File: src/rtl/sm_pkg.sv
`default_nettype none
// ============================================================================
// Module   : sm_pkg
// Purpose  : Shared definitions for the Simple RISC Machine controller:
//            FSM state encoding and ISA opcode/op field constants.
// Ports    : none (package)
// Revision : 1.0 - initial release
// ============================================================================
package sm_pkg;

  // 3-bit binary state encoding; WAIT must be zero so reset lands there.
  typedef enum logic [2:0] {
    S_WAIT   = 3'd0,
    S_DECODE = 3'd1,
    S_GET_A  = 3'd2,
    S_GET_B  = 3'd3,
    S_CALC   = 3'd4,
    S_WR_IMM = 3'd5,
    S_WR_REG = 3'd6
  } state_t;

  // Opcode field IR[15:13]
  localparam logic [2:0] OP_MOV = 3'b110;
  localparam logic [2:0] OP_ALU = 3'b101;

  // Op field IR[12:11] for the MOV opcode
  localparam logic [1:0] MOV_OP_IMM = 2'b10;
  localparam logic [1:0] MOV_OP_REG = 2'b00;

  // Op field IR[12:11] for the ALU opcode
  localparam logic [1:0] ALU_ADD = 2'b00;
  localparam logic [1:0] ALU_CMP = 2'b01;
  localparam logic [1:0] ALU_AND = 2'b10;
  localparam logic [1:0] ALU_MVN = 2'b11;

endpackage : sm_pkg
`default_nettype wire

File: src/rtl/instr_dec.sv
`default_nettype none
// ============================================================================
// Module   : instr_dec
// Purpose  : Combinational instruction decoder. Splits the instruction
//            register into its fields, sign-extends imm8 and classifies the
//            instruction.
// Ports    : ir_i          - latched instruction
//            rn_o/rd_o/rm_o- register number fields
//            sh_o/op_o     - shift and ALU op fields
//            sximm8_o      - sign-extended imm8
//            is_*_o        - instruction class flags (is_alu covers ADD/CMP/AND)
// Revision : 1.0 - initial release
// ============================================================================
module instr_dec
  import sm_pkg::*;
(
  input  logic [15:0] ir_i,
  output logic [2:0]  rn_o,
  output logic [2:0]  rd_o,
  output logic [2:0]  rm_o,
  output logic [1:0]  sh_o,
  output logic [1:0]  op_o,
  output logic [15:0] sximm8_o,
  output logic        is_mov_imm_o,
  output logic        is_mov_reg_o,
  output logic        is_alu_o,
  output logic        is_cmp_o,
  output logic        is_mvn_o,
  output logic        is_undef_o
);

  logic [2:0] w_opcode;

  assign w_opcode = ir_i[15:13];
  assign op_o     = ir_i[12:11];
  assign rn_o     = ir_i[10:8];
  assign rd_o     = ir_i[7:5];
  assign sh_o     = ir_i[4:3];
  assign rm_o     = ir_i[2:0];
  assign sximm8_o = {{8{ir_i[7]}}, ir_i[7:0]};

  assign is_mov_imm_o = (w_opcode == OP_MOV) && (op_o == MOV_OP_IMM);
  assign is_mov_reg_o = (w_opcode == OP_MOV) && (op_o == MOV_OP_REG);
  assign is_alu_o     = (w_opcode == OP_ALU) &&
                        ((op_o == ALU_ADD) || (op_o == ALU_CMP) || (op_o == ALU_AND));
  assign is_cmp_o     = (w_opcode == OP_ALU) && (op_o == ALU_CMP);
  assign is_mvn_o     = (w_opcode == OP_ALU) && (op_o == ALU_MVN);

  // Covers every other opcode plus MOV with op 01/11.
  assign is_undef_o   = ~(is_mov_imm_o | is_mov_reg_o | is_alu_o | is_mvn_o);

endmodule : instr_dec
`default_nettype wire

File: src/rtl/sm_controller.sv
`default_nettype none
// ============================================================================
// Module   : sm_controller
// Purpose  : Instruction-sequencing Moore FSM for the Simple RISC Machine.
//            Latches one instruction per accepted start and steps the
//            register file / ALU controls through the required states.
// Ports    : clk, reset    - clock, synchronous active-high reset
//            s, in         - start request (WAIT only) and instruction
//            w             - ready (high in WAIT)
//            readnum, writenum, write, vsel - register file controls
//            sximm8        - sign-extended IR[7:0]
//            loada/b/c/s   - datapath load enables
//            asel          - zero the ALU A operand
//            shift, aluop  - IR[4:3], IR[12:11]
// Revision : 1.0 - initial release
// ============================================================================
module sm_controller
  import sm_pkg::*;
(
  input  logic        clk,
  input  logic        reset,
  input  logic        s,
  input  logic [15:0] in,
  output logic        w,
  output logic [2:0]  readnum,
  output logic [2:0]  writenum,
  output logic        write,
  output logic        vsel,
  output logic [15:0] sximm8,
  output logic        loada,
  output logic        loadb,
  output logic        loadc,
  output logic        loads,
  output logic        asel,
  output logic [1:0]  shift,
  output logic [1:0]  aluop
);

  state_t      state_q, state_d;
  logic [15:0] ir_q;

  logic [2:0]  w_rn, w_rd, w_rm;
  logic        w_is_mov_imm, w_is_mov_reg, w_is_alu, w_is_cmp, w_is_mvn, w_is_undef;

  instr_dec u_dec (
    .ir_i         (ir_q),
    .rn_o         (w_rn),
    .rd_o         (w_rd),
    .rm_o         (w_rm),
    .sh_o         (shift),
    .op_o         (aluop),
    .sximm8_o     (sximm8),
    .is_mov_imm_o (w_is_mov_imm),
    .is_mov_reg_o (w_is_mov_reg),
    .is_alu_o     (w_is_alu),
    .is_cmp_o     (w_is_cmp),
    .is_mvn_o     (w_is_mvn),
    .is_undef_o   (w_is_undef)
  );

  // Next-state logic
  always_comb begin
    state_d = state_q;
    case (state_q)
      S_WAIT:   if (s) state_d = S_DECODE;
      S_DECODE: begin
        if (w_is_undef)        state_d = S_WAIT;
        else if (w_is_mov_imm) state_d = S_WR_IMM;
        else if (w_is_alu)     state_d = S_GET_A;
        else                   state_d = S_GET_B;   // MOV reg, MVN
      end
      S_GET_A:  state_d = S_GET_B;
      S_GET_B:  state_d = S_CALC;
      S_CALC:   state_d = w_is_cmp ? S_WAIT : S_WR_REG;
      S_WR_IMM: state_d = S_WAIT;
      S_WR_REG: state_d = S_WAIT;
      default:  state_d = S_WAIT;
    endcase
  end

  // State and instruction register; IR only loads on an accepted start.
  always_ff @(posedge clk) begin
    if (reset) begin
      state_q <= S_WAIT;
      ir_q    <= '0;
    end else begin
      state_q <= state_d;
      if ((state_q == S_WAIT) && s) ir_q <= in;
    end
  end

  // Moore output decode from state and IR only.
  always_comb begin
    w        = 1'b0;
    readnum  = 3'd0;
    writenum = 3'd0;
    write    = 1'b0;
    vsel     = 1'b0;
    loada    = 1'b0;
    loadb    = 1'b0;
    loadc    = 1'b0;
    loads    = 1'b0;
    asel     = 1'b0;
    case (state_q)
      S_WAIT:   w = 1'b1;
      S_GET_A: begin
        readnum = w_rn;
        loada   = 1'b1;
      end
      S_GET_B: begin
        readnum = w_rm;
        loadb   = 1'b1;
      end
      S_CALC: begin
        loadc = 1'b1;
        loads = w_is_alu;
        // MOV reg and MVN pass only the shifted B operand.
        asel  = w_is_mov_reg | w_is_mvn;
      end
      S_WR_IMM: begin
        writenum = w_rn;
        vsel     = 1'b1;
        write    = 1'b1;
      end
      S_WR_REG: begin
        writenum = w_rd;
        write    = 1'b1;
      end
      default: ;
    endcase
  end

endmodule : sm_controller
`default_nettype wire

File: config.mk
export PLATFORM = sky130hd
export DESIGN_NAME = sm_controller
export DESIGN_NICKNAME = d
export VERILOG_FILES = /design/src/rtl/sm_pkg.sv /design/src/rtl/instr_dec.sv /design/src/rtl/sm_controller.sv
export SDC_FILE = /design/constraint.sdc
export NUM_CORES = 1
export LEC_CHECK = 0
export BUFFER_PORTS_ARGS = -buffer_cell sky130_fd_sc_hd__buf_2
export CAP_MARGIN = 5
export CORE_MARGIN = 5
export CORE_UTILIZATION = 32
export CTS_BUF_LIST = sky130_fd_sc_hd__clkbuf_8
export CTS_CLUSTER_DIAMETER = 100
export DETAILED_ROUTE_END_ITERATION = 10
export GPL_TIMING_DRIVEN = 0
export PLACE_DENSITY = 0.59
export SKIP_CTS_REPAIR_TIMING = 1
export SLEW_MARGIN = 5
export SYNTH_ARGS = -nofsm -noshare
export SYNTH_HDL_FRONTEND = slang
export SYNTH_SLANG_ARGS = --single-unit
File: constraint.sdc
create_clock -name clk -period 3.8 [get_ports clk]
set_clock_uncertainty 0.1 [all_clocks]
set_input_delay 0.57 -clock clk [delete_from_list [all_inputs] [get_ports clk]]
set_output_delay 0.57 -clock clk [all_outputs]
set_load 0.005 [all_outputs]
==> results of run 1 <==
[per-stage QoR]
| step | instance area (um^2) | power (mW) | hold WS, ps |
|---|---|---|---|
| after detailed placement | 1470 | 0.328 | 368 |
| after CTS | 1510 | 0.463 | 378 |
| after floorplan | 1150 | 0.293 | 349 |
| after global placement | 1470 | 0.326 | 358 |
| after global routing | 1510 | 0.484 | 398 |
| final | 1510 | 0.457 | 373 |
[power breakdown]
group	internal [mW]	switching, mW	total (mW)
Clock	0.0717	0.0636	0.135
Combinational	0.0544	0.0440	0.0984
Sequential	0.211	0.0123	0.224
Total	0.337	0.120	0.457
[cell families (layout without fill, tap and decap cells)]
family	after synthesis	count (layout)	share of synthesized area, %
AO/OA/AOI/OAI	32	32	20.7
buffers and inverters	30	85	19.1
AND/OR/NAND/NOR	61	61	27.3
flip-flops	19	19	32.9
[cells in the final DEF, fill, tap and decap left out, types with 2 or more instances in the layout]
master and count:
inv_1 3, clkbuf_1 2, buf_4 21, nor2b_1 7, nor3_1 3, and2_1 4
o21ai_0 3, a22o_1 3, buf_2 53, o21a_1 2, dfxtp_1 19, a21oi_2 10
buf_6 2, a22oi_1 3, nand2_1 34, a21oi_1 8, clkbuf_8 3
[flip-flops by register name (all words and copies together) (netlist names)]
name     count
state_q      3
ir_q        16
[area by class of cell]
cell class                      count  area (um^2)
Inverter                            2         7.51
Tap cell                           46         57.6
Timing Repair Buffer               51          255
Sequential cell                    19          380
Multi-Input combinational cell     93          554
Fill cell                         382         1900
Clock inverter                      1         3.75
Buffer                             28          213
Clock buffer                        3         41.3
[critical path, delay by kind of cell (launching register included)]
kind | cells | cell delay, ps
AO/OA/AOI/OAI | 1 | 180
buffers and inverters | 2 | 240
flip-flops | 1 | 310
AND/OR/NAND/NOR | 2 | 540
[how the worst max path moves through the flow]
stage | to | slack [ps]
floorplan | readnum[0] | 2080
global placement | readnum[0] | 1880
detailed placement | readnum[0] | 1860
CTS | readnum[0] | 1580
global route | readnum[2] | 1520
finish | readnum[2] | 1600
[per-layer routing]
layer	GRT usage [%]	routed length [um]
met3	3.44	150
met2	20.8	1460
met4	4.47	36
met1	13.3	1190
met5	0	0
==> PnR_summary.wiki, run 1 <==
{| class="wikitable"
! Metric !! Value
|-
| Half-perimeter wire length after placement || 2320 um
|-
| Critical Path RT || 3130 ps
|-
| Max capacitance violation total || 0
|-
| Power density over the cells || 302 nW/um^2
|-
| Highest clock frequency the design can meet || 0.455 GHz
|-
| Post-layout util || 44.3%
|-
| Measured slew at the worst slew-check pin || 657 ps
|-
| Skew-Pair Late Insertion Delay || 250 ps
|-
| Wire length of the first global-routing pass || 4800 um
|-
| Number of synthesis warnings || 0
|-
| Result of the run || finished, final reports clean
|-
| Clock tree from TritonCTS || built
|-
| Routed WL per cell || 11.7 um
|-
| Critical Path Sink Type || output pin
|-
| Setup slack after layout || 1600 ps
|-
| CTS root buf || clkbuf_8
|-
| Die Y || 70.1 um
|-
| Final worst path period need || 2200 ps
|-
| Core Region || 3420 um^2
|-
| Number of enable flip-flop cells after synthesis || 0
|-
| DIE WIDTH || 70.1 um
|-
| Per-cell via count in the routed design || 4.50
|-
| Longest individual stage delay on the worst path || 310 ps
|-
| Routed vias || 1094
|-
| IR drop worst, VDD || 0.000134 V
|-
| Primary FF master, synth || dfxtp_1
|-
| Filler-free cell count of the finished design || 243
|-
| Total standard cell area after synthesis || 1150 um^2
|-
| Launch point of the worst reg-to-reg path || state_q[1]
|-
| Wirelength, routed || 2830 um
|-
| Top post-synthesis cells by count || nand2_1, buf_4, dfxtp_1
|-
| Top cells by area in the synthesized netlist || dfxtp_1, buf_4, nand2_1
|-
| Share of flip-flops with an asynchronous set or reset || 0%
|-
| Destination of the worst hold path || ir_q[3]
|-
| H-tree depth || 1
|-
| Endpoints failing setup || 0
|-
| Startpoint type of the worst setup path || flip-flop
|-
| Reg2reg path depth || 6
|-
| Post-Place Setup Slack || 1860 ps
|-
| Top cell type's share of synthesized area || 32.9%
|-
| Number of diodes || 0
|-
| Min-Delay Path Class || flip-flop to flip-flop
|-
| FF+latch count, synth || 19
|-
| Most area-hungry cell type in the Yosys netlist || dfxtp_1
|-
| Register-to-register path setup slack || 2310 ps
|-
| DRT iter0 DRCs || 26
|-
| I/O pin count || 53
|-
| Maximum fanout along the worst path || 9
|-
| Max-slew violation total from the final report || 0
|-
| Distinct cell type count of the synthesized netlist || 33
|-
| Synthesized instance count || 142
|-
| Final net count || 217
|-
| Syn nets || 161
|-
| Worst Hold Launch || ir_q[3]
|-
| Number of buffers inserted during clock tree synthesis || 3
|-
| Cell breakdown of the critical path || buf_6 -> and2b_1 -> nor2b_2 -> a22o_1 -> buf_2
|-
| Gpl congestion || 0.780
|-
| Startpoint of the most critical setup path || state_q[0]
|-
| Clock transition at the register clock pins on the worst setup and hold paths after CTS || 70 ps
|-
| Slowest-stage cell, CP || dfxtp_1
|-
| Largest net degree at the start of global routing || 12
|-
| Dpl cells || 239
|-
| Grt total ovfl || 0
|-
| Total negative setup slack || 0 ps
|-
| Initial antenna violation count || 0
|-
| CTS Sinks || 19
|-
| DRC viols || 0
|-
| Deepest clock path buffer count || 2
|-
| Crit Path Category || flip-flop to output pin
|-
| Number of input and output port buffers inserted || 51
|-
| Synth-to-Final Area Change || 31.0%
|-
| Worst slew margin || 56.2%
|-
| Portion of the post-synthesis area used by sequential elements || 32.9%
|-
| Via count of the first global-routing pass || 1080
|-
| Ratio of cells with drive above 1 in the final layout || 48.2%
|-
| Post-route fraction of the period consumed by the critical path || 57.8%
|-
| Die footprint || 4910 um^2
|-
| Post-route ant nets || 0
|-
| Number of cells on the worst hold path || 2
|-
| Mean post-synth cell area || 8.13 um^2
|-
| Leak pwr || 0.744 nW
|-
| Num rows || 21
|-
| GRT Overall Usage || 11.8%
|-
| Data arrival, critical path || 1530 ps
|-
| Detailed-router iteration count before antenna repair || 4
|-
| End of the worst register-to-register path || ir_q[9]
|-
| Starting density of the core || 33.8%
|-
| Fin. Hold Viols || 0
|-
| RSZ-0062 raised after global routing || false
|-
| Library cell with the highest instance count after synthesis || nand2_1
|}
Note: power is estimated with default switching activity, not from simulation.
==> inputs of run 2 (changes only) <==
--- a/config.mk
+++ b/config.mk
@@ -5,6 +5,7 @@
 export SDC_FILE = /design/constraint.sdc
 export NUM_CORES = 1
 export LEC_CHECK = 0
+export ABC_AREA = 1
 export BUFFER_PORTS_ARGS = -buffer_cell sky130_fd_sc_hd__buf_2
 export CAP_MARGIN = 5
 export CORE_MARGIN = 5
@@ -13,7 +14,7 @@
 export CTS_CLUSTER_DIAMETER = 100
 export DETAILED_ROUTE_END_ITERATION = 10
 export GPL_TIMING_DRIVEN = 0
-export PLACE_DENSITY = 0.59
+export PLACE_DENSITY = 0.6
 export SKIP_CTS_REPAIR_TIMING = 1
 export SLEW_MARGIN = 5
 export SYNTH_ARGS = -nofsm -noshare
==> constraint.sdc (replaced) <==
create_clock -name clk -period 2.1 [get_ports clk]
set_clock_uncertainty 0.1 [all_clocks]
set_input_delay 0.315 -clock clk [delete_from_list [all_inputs] [get_ports clk]]
set_output_delay 0.315 -clock clk [all_outputs]
set_load 0.005 [all_outputs]
==> PnR_summary.wiki, run 2 <==
{| class="wikitable"
! Metric !! Value
|-
| Result of the run || finished, final reports clean (unchanged)
|-
| CTS root buf || clkbuf_8 (unchanged)
|-
| Routed WL per cell || 11.4 um (was 11.7 um)
|-
| Per-cell via count in the routed design || 4.44 (was 4.50)
|-
| Mean post-synth cell area || 7.09 um^2 (was 8.13 um^2)
|-
| Most area-hungry cell type in the Yosys netlist || dfxtp_1 (unchanged)
|-
| Number of synthesis warnings || 0 (unchanged)
|-
| Reg2reg path depth || 7 (was 6)
|-
| Number of input and output port buffers inserted || 50 (was 51)
|-
| Distinct cell type count of the synthesized netlist || 20 (was 33)
|-
| FF+latch count, synth || 19 (unchanged)
|-
| Maximum fanout along the worst path || 7 (was 9)
|-
| H-tree depth || 1 (unchanged)
|-
| RSZ-0062 raised after global routing || false (unchanged)
|-
| IR drop worst, VDD || 0.000300 V (was 0.000134 V)
|-
| Leading cell types in the layout, fill and taps excluded || buf_2, nand2_1, buf_4 (unchanged)
|-
| Critical Path RT || 1680 ps (was 3130 ps)
|-
| Worst setup path endpoint || readnum[1] (was readnum[2])
|-
| Startpoint of the most critical setup path || state_q[2] (was state_q[0])
|-
| Worst slew margin || 69.0% (was 56.2%)
|-
| Core Region || 3340 um^2 (was 3420 um^2)
|-
| Library cell with the highest instance count after synthesis || nand2_1 (unchanged)
|-
| Syn nets || 174 (was 161)
|-
| Endpoints failing setup || 0 (unchanged)
|-
| Top cell type's share of synthesized area || 34.6% (was 32.9%)
|-
| Clock tree from TritonCTS || built (unchanged)
|-
| Worst Hold Launch || in[3] (was ir_q[3])
|-
| Clock transition at the register clock pins on the worst setup and hold paths after CTS || 70 ps (about the same)
|-
| GRT Overall Usage || 12.7% (was 11.8%)
|-
| Most common cell after layout, fill and taps aside || buf_2 (unchanged)
|-
| Wirelength, routed || 2900 um (was 2830 um)
|-
| Crit Path Category || flip-flop to output pin (unchanged)
|-
| Die Y || 68.6 um (was 70.1 um)
|-
| Final hold slack || 221 ps (was 373 ps)
|-
| Wire length of the first global-routing pass || 4400 um (was 4800 um)
|-
| DRC viols || 0 (unchanged)
|-
| Number of diodes || 0 (unchanged)
|-
| Post-route fraction of the period consumed by the critical path || 86.5%
|-
| Most flops, register || ir_q (unchanged)
|-
| Initial antenna violation count || 0 (unchanged)
|-
| Fin. Hold Viols || 0 (unchanged)
|-
| Post-route ant nets || 0 (unchanged)
|-
| Top post-synthesis cells by count || nand2_1, buf_4, nand3_1 (was nand2_1, buf_4, dfxtp_1)
|-
| Min-Delay Path Class || primary input to flip-flop (was flip-flop to flip-flop)
|-
| CTS Sinks || 19 (unchanged)
|-
| Die footprint || 4700 um^2 (was 4910 um^2)
|-
| Primary FF master, synth || dfxtp_1 (unchanged)
|-
| Launch point of the worst reg-to-reg path || state_q[1] (unchanged)
|-
| End of the worst register-to-register path || ir_q[6] (was ir_q[9])
|-
| Gpl congestion || 0.808 (was 0.780)
|-
| Data arrival, critical path || 1400 ps (was 1530 ps)
|-
| I/O pin count || 53 (unchanged)
|-
| Portion of the post-synthesis area used by sequential elements || 34.6% (was 32.9%)
|-
| Largest register FFs || 16 (unchanged)
|-
| Leak pwr || 0.757 nW (was 0.744 nW)
|-
| Register-to-register path setup slack || 720 ps (was 2310 ps)
|-
| DIE WIDTH || 68.6 um (was 70.1 um)
|-
| Total negative setup slack || 0 ps (unchanged)
|-
| Starting density of the core || 32.9% (was 33.8%)
|-
| Top cells by area in the synthesized netlist || dfxtp_1, buf_4, nand2_1 (unchanged)
|-
| Final net count || 229 (was 217)
|-
| Grt total ovfl || 0 (unchanged)
|-
| Max capacitance violation total || 0 (unchanged)
|-
| Synthesized instance count || 155 (was 142)
|-
| Share of flip-flops with an asynchronous set or reset || 0% (unchanged)
|-
| Routed vias || 1132 (was 1094)
|-
| Half-perimeter wire length after placement || 2310 um (was 2320 um)
|-
| Measured slew at the worst slew-check pin || 464 ps (was 657 ps)
|-
| Final worst path period need || 1820 ps
|-
| Number of buffers inserted during clock tree synthesis || 3 (unchanged)
|-
| Synth-to-Final Area Change || 32.1% (was 31.0%)
|-
| Highest clock frequency the design can meet || 0.550 GHz
|-
| Startpoint type of the worst setup path || flip-flop (unchanged)
|-
| Total standard cell area after synthesis || 1100 um^2 (was 1150 um^2)
|-
| Via count of the first global-routing pass || 952 (was 1080)
|-
| Detailed-router iteration count before antenna repair || 4 (unchanged)
|-
| DRT iter0 DRCs || 56 (was 26)
|-
| Top flop regs || ir_q (16), state_q (3) (unchanged)
|-
| Critical Path Sink Type || output pin (unchanged)
|-
| Number of enable flip-flop cells after synthesis || 0 (unchanged)
|-
| Num rows || 21 (unchanged)
|-
| Skew-Pair Late Insertion Delay || 260 ps (was 250 ps)
|-
| Max-slew violation total from the final report || 0 (unchanged)
|-
| Ratio of cells with drive above 1 in the final layout || 39.7% (was 48.2%)
|-
| Deepest clock path buffer count || 2 (unchanged)
|-
| Power density over the cells || 572 nW/um^2 (was 302 nW/um^2)
|-
| Largest net degree at the start of global routing || 12 (unchanged)
|}
## run 2: power breakdown
group | internal (mW) | total, mW | switching (mW)
combinational | 0.0914 | 0.175 | 0.0840
sequential | 0.383 | 0.405 | 0.0220
clock | 0.130 | 0.249 | 0.119
total | 0.605 | 0.830 | 0.225
## run 2: routing by layer
layer / GRT usage [%] / vias up / share of wire [%]
li1: - / 595 / -
met1: 17.2 / 503 / 47
met2: 18.5 / 29 / 47
met3: 3.40 / 5 / 4.6
met4: 5.96 / 0 / 1.4
met5: 0 / - / 0
## run 2: layout make-up
type,instances,area (um^2)
Clock inverter,1,3.75
Buffer,27,195
Inverter,15,56.3
Multi-Input combinational cell,94,467
Fill cell,383,1890
Clock buffer,3,41.3
Timing Repair Buffer,50,250
Sequential cell,19,380
Tap cell,46,57.6
## run 2: metrics by stage
stage	instances	cell area [um^2]	util (%)	worst slack (ps)	power (mW)
6_report	255	1450	43.5	283	0.830
4_1_cts	255	1450	43.5	262	0.845
5_1_grt	255	1450	43.5	119	0.885
2_1_floorplan	155	1100	-	757	0.526
3_3_place_gp	251	1410	42.1	565	0.589
3_5_place_dp	251	1410	42.1	558	0.591
## run 2: worst min path at each step
stage	endpoint	slack, ps	cells after the start
floorplan	ir_q[10]	340	2
global placement	ir_q[9]	350	2
detailed placement	ir_q[8]	360	2
CTS	ir_q[0]	210	3
global route	ir_q[0]	210	3
finish	ir_q[3]	220	3
## run 2: kinds of logic after synthesis
group                  share of synthesized area, %
AO/OA/AOI/OAI                                  13.6
AND/OR/NAND/NOR                                28.9
buffers and inverters                          22.9
flip-flops                                     34.6
## run 2: critical path, cell delays in order, from the launching register on
cell	delay, ps
dfxtp_1	300
buf_4	160
nor3_2	250
inv_1	110
o21ai_0	180
buf_2	140
==> inputs of run 3 (changes only) <==
--- a/config.mk
+++ b/config.mk
@@ -15,6 +15,7 @@
 export DETAILED_ROUTE_END_ITERATION = 10
 export GPL_TIMING_DRIVEN = 0
 export PLACE_DENSITY = 0.6
+export SETUP_SLACK_MARGIN = 0.4
 export SKIP_CTS_REPAIR_TIMING = 1
 export SLEW_MARGIN = 5
 export SYNTH_ARGS = -nofsm -noshare
==> PnR_summary.wiki, run 3 (same netlist as run 2, synthesis figures left out) <==
{| class="wikitable"
! Metric !! Value
|-
| Result of the run || finished, final reports clean (unchanged)
|-
| GRT Overall Usage || 12.7% (unchanged)
|-
| DRT iter0 DRCs || 66 (was 56)
|-
| Final net count || 237 (was 229)
|-
| Startpoint of the most critical setup path || state_q[1] (was state_q[2])
|-
| Worst Hold Launch || in[3] (unchanged)
|-
| Top flop regs || ir_q (16), state_q (3) (unchanged)
|-
| Most flops, register || ir_q (unchanged)
|-
| Largest net degree at the start of global routing || 12 (unchanged)
|-
| Per-cell via count in the routed design || 4.41 (was 4.44)
|-
| Min-Delay Path Class || primary input to flip-flop (unchanged)
|-
| Number of input and output port buffers inserted || 50 (unchanged)
|-
| IR drop worst, VDD || 0.000301 V (was 0.000300 V)
|-
| Clock tree from TritonCTS || built (unchanged)
|-
| Die Y || 68.6 um (unchanged)
|-
| Num rows || 21 (unchanged)
|-
| H-tree depth || 1 (unchanged)
|-
| Gpl congestion || 0.808 (unchanged)
|-
| Largest register FFs || 16 (unchanged)
|-
| Max-slew violation total from the final report || 0 (unchanged)
|-
| Skew-Pair Late Insertion Delay || 260 ps (about the same)
|-
| Routed WL per cell || 11.8 um (was 11.4 um)
|-
| Leading cell types in the layout, fill and taps excluded || buf_2, nand2_1, buf_4 (unchanged)
|-
| Maximum fanout along the worst path || 5 (was 7)
|-
| Total negative setup slack || 0 ps (unchanged)
|-
| Startpoint type of the worst setup path || flip-flop (unchanged)
|-
| Highest clock frequency the design can meet || 0.597 GHz (was 0.550 GHz)
|-
| Detailed-router iteration count before antenna repair || 4 (unchanged)
|-
| Number of buffers inserted during clock tree synthesis || 3 (unchanged)
|-
| Critical Path Sink Type || output pin (unchanged)
|-
| Wirelength, routed || 3110 um (was 2900 um)
|-
| Final worst path period need || 1670 ps (was 1820 ps)
|-
| Post-route ant nets || 0 (unchanged)
|-
| Starting density of the core || 32.9% (unchanged)
|-
| Routed vias || 1159 (was 1132)
|-
| Worst slew margin || 68.6% (was 69.0%)
|-
| Dpl cell area || 1410 um^2 (unchanged)
|-
| Deepest clock path buffer count || 2 (unchanged)
|-
| Wire length of the first global-routing pass || 4400 um (unchanged)
|-
| Ratio of cells with drive above 1 in the final layout || 47.9% (was 39.7%)
|-
| Die footprint || 4700 um^2 (unchanged)
|-
| Launch point of the worst reg-to-reg path || state_q[1] (unchanged)
|-
| Synth-to-Final Area Change || 44.2% (was 32.1%)
|-
| Number of diodes || 0 (unchanged)
|-
| Clock transition at the register clock pins on the worst setup and hold paths after CTS || 70 ps (about the same)
|-
| CTS root buf || clkbuf_8 (unchanged)
|-
| Leak pwr || 0.800 nW (was 0.757 nW)
|-
| Grt total ovfl || 0 (unchanged)
|-
| I/O pin count || 53 (unchanged)
|-
| Power density over the cells || 537 nW/um^2 (was 572 nW/um^2)
|-
| Cell area after layout || 1580 um^2 (was 1450 um^2)
|-
| Fin. Hold Viols || 0 (unchanged)
|-
| Critical Path RT || 1680 ps (about the same)
|-
| Half-perimeter wire length after placement || 2310 um (unchanged)
|-
| Core Region || 3340 um^2 (unchanged)
|-
| Data arrival, critical path || 1260 ps (was 1400 ps)
|-
| Post-route fraction of the period consumed by the critical path || 79.7% (was 86.5%)
|-
| Crit Path Category || flip-flop to output pin (unchanged)
|-
| DRC viols || 0 (unchanged)
|-
| Via count of the first global-routing pass || 952 (unchanged)
|-
| Endpoints failing setup || 0 (unchanged)
|-
| Most common cell after layout, fill and taps aside || buf_2 (unchanged)
|-
| RSZ-0062 raised after global routing || true (was false)
|-
| Max capacitance violation total || 0 (unchanged)
|-
| Measured slew at the worst slew-check pin || 470 ps (was 464 ps)
|-
| DIE WIDTH || 68.6 um (unchanged)
|-
| Initial antenna violation count || 0 (unchanged)
|-
| CTS Sinks || 19 (unchanged)
|}
-- run 3: path summary, 6_finish.rpt --
check,end,slack (ps),cells past startpoint
setup / recovery,readnum[0],430,5
hold / removal,ir_q[3],220,3
setup reg to reg,ir_q[6],670,8
hold reg to reg,ir_q[10],360,2
-- run 3: cell type report --
type | count | area [um^2]
Clock inverter | 1 | 3.75
Buffer | 27 | 199
Sequential cell | 19 | 388
Tap cell | 46 | 57.6
Multi-Input combinational cell | 94 | 523
Timing Repair Buffer | 58 | 310
Clock buffer | 3 | 41.3
Fill cell | 366 | 1750
Inverter | 15 | 61.3
-- run 3: per-layer routing --
| metal | up-vias | GRT usage (%) | share of wire (%) |
|---|---|---|---|
| met3 | 7 | 3.40 | 4.3 |
| met2 | 28 | 18.5 | 47 |
| met5 | - | 0 | 0 |
| met4 | 0 | 5.96 | 2.6 |
| li1 | 612 | - | - |
| met1 | 512 | 17.2 | 46 |
-- run 3: metrics by stage --
stage          hold WS (ps)  power, mW  util (%)  worst slack [ps]  instances
2_1_floorplan           339      0.526         -               757        155
3_3_place_gp            352      0.589      42.1               565        251
3_5_place_dp            355      0.591      42.1               558        251
4_1_cts                 211      0.845      43.5               262        255
5_1_grt                 213      0.907      47.5               333        263
6_report                219      0.851      47.5               426        263
-- run 3: where the power goes --
group          switching [mW]  internal, mW
logic                  0.0918         0.105
clock network           0.118         0.130
registers              0.0237         0.382
-- run 3: critical path, cell delays in order (launching register included) --
cell and delay (ps):
dfxtp_4 370, inv_4 60, nor3_4 230, inv_2 80, o21ai_1 130, buf_2 130
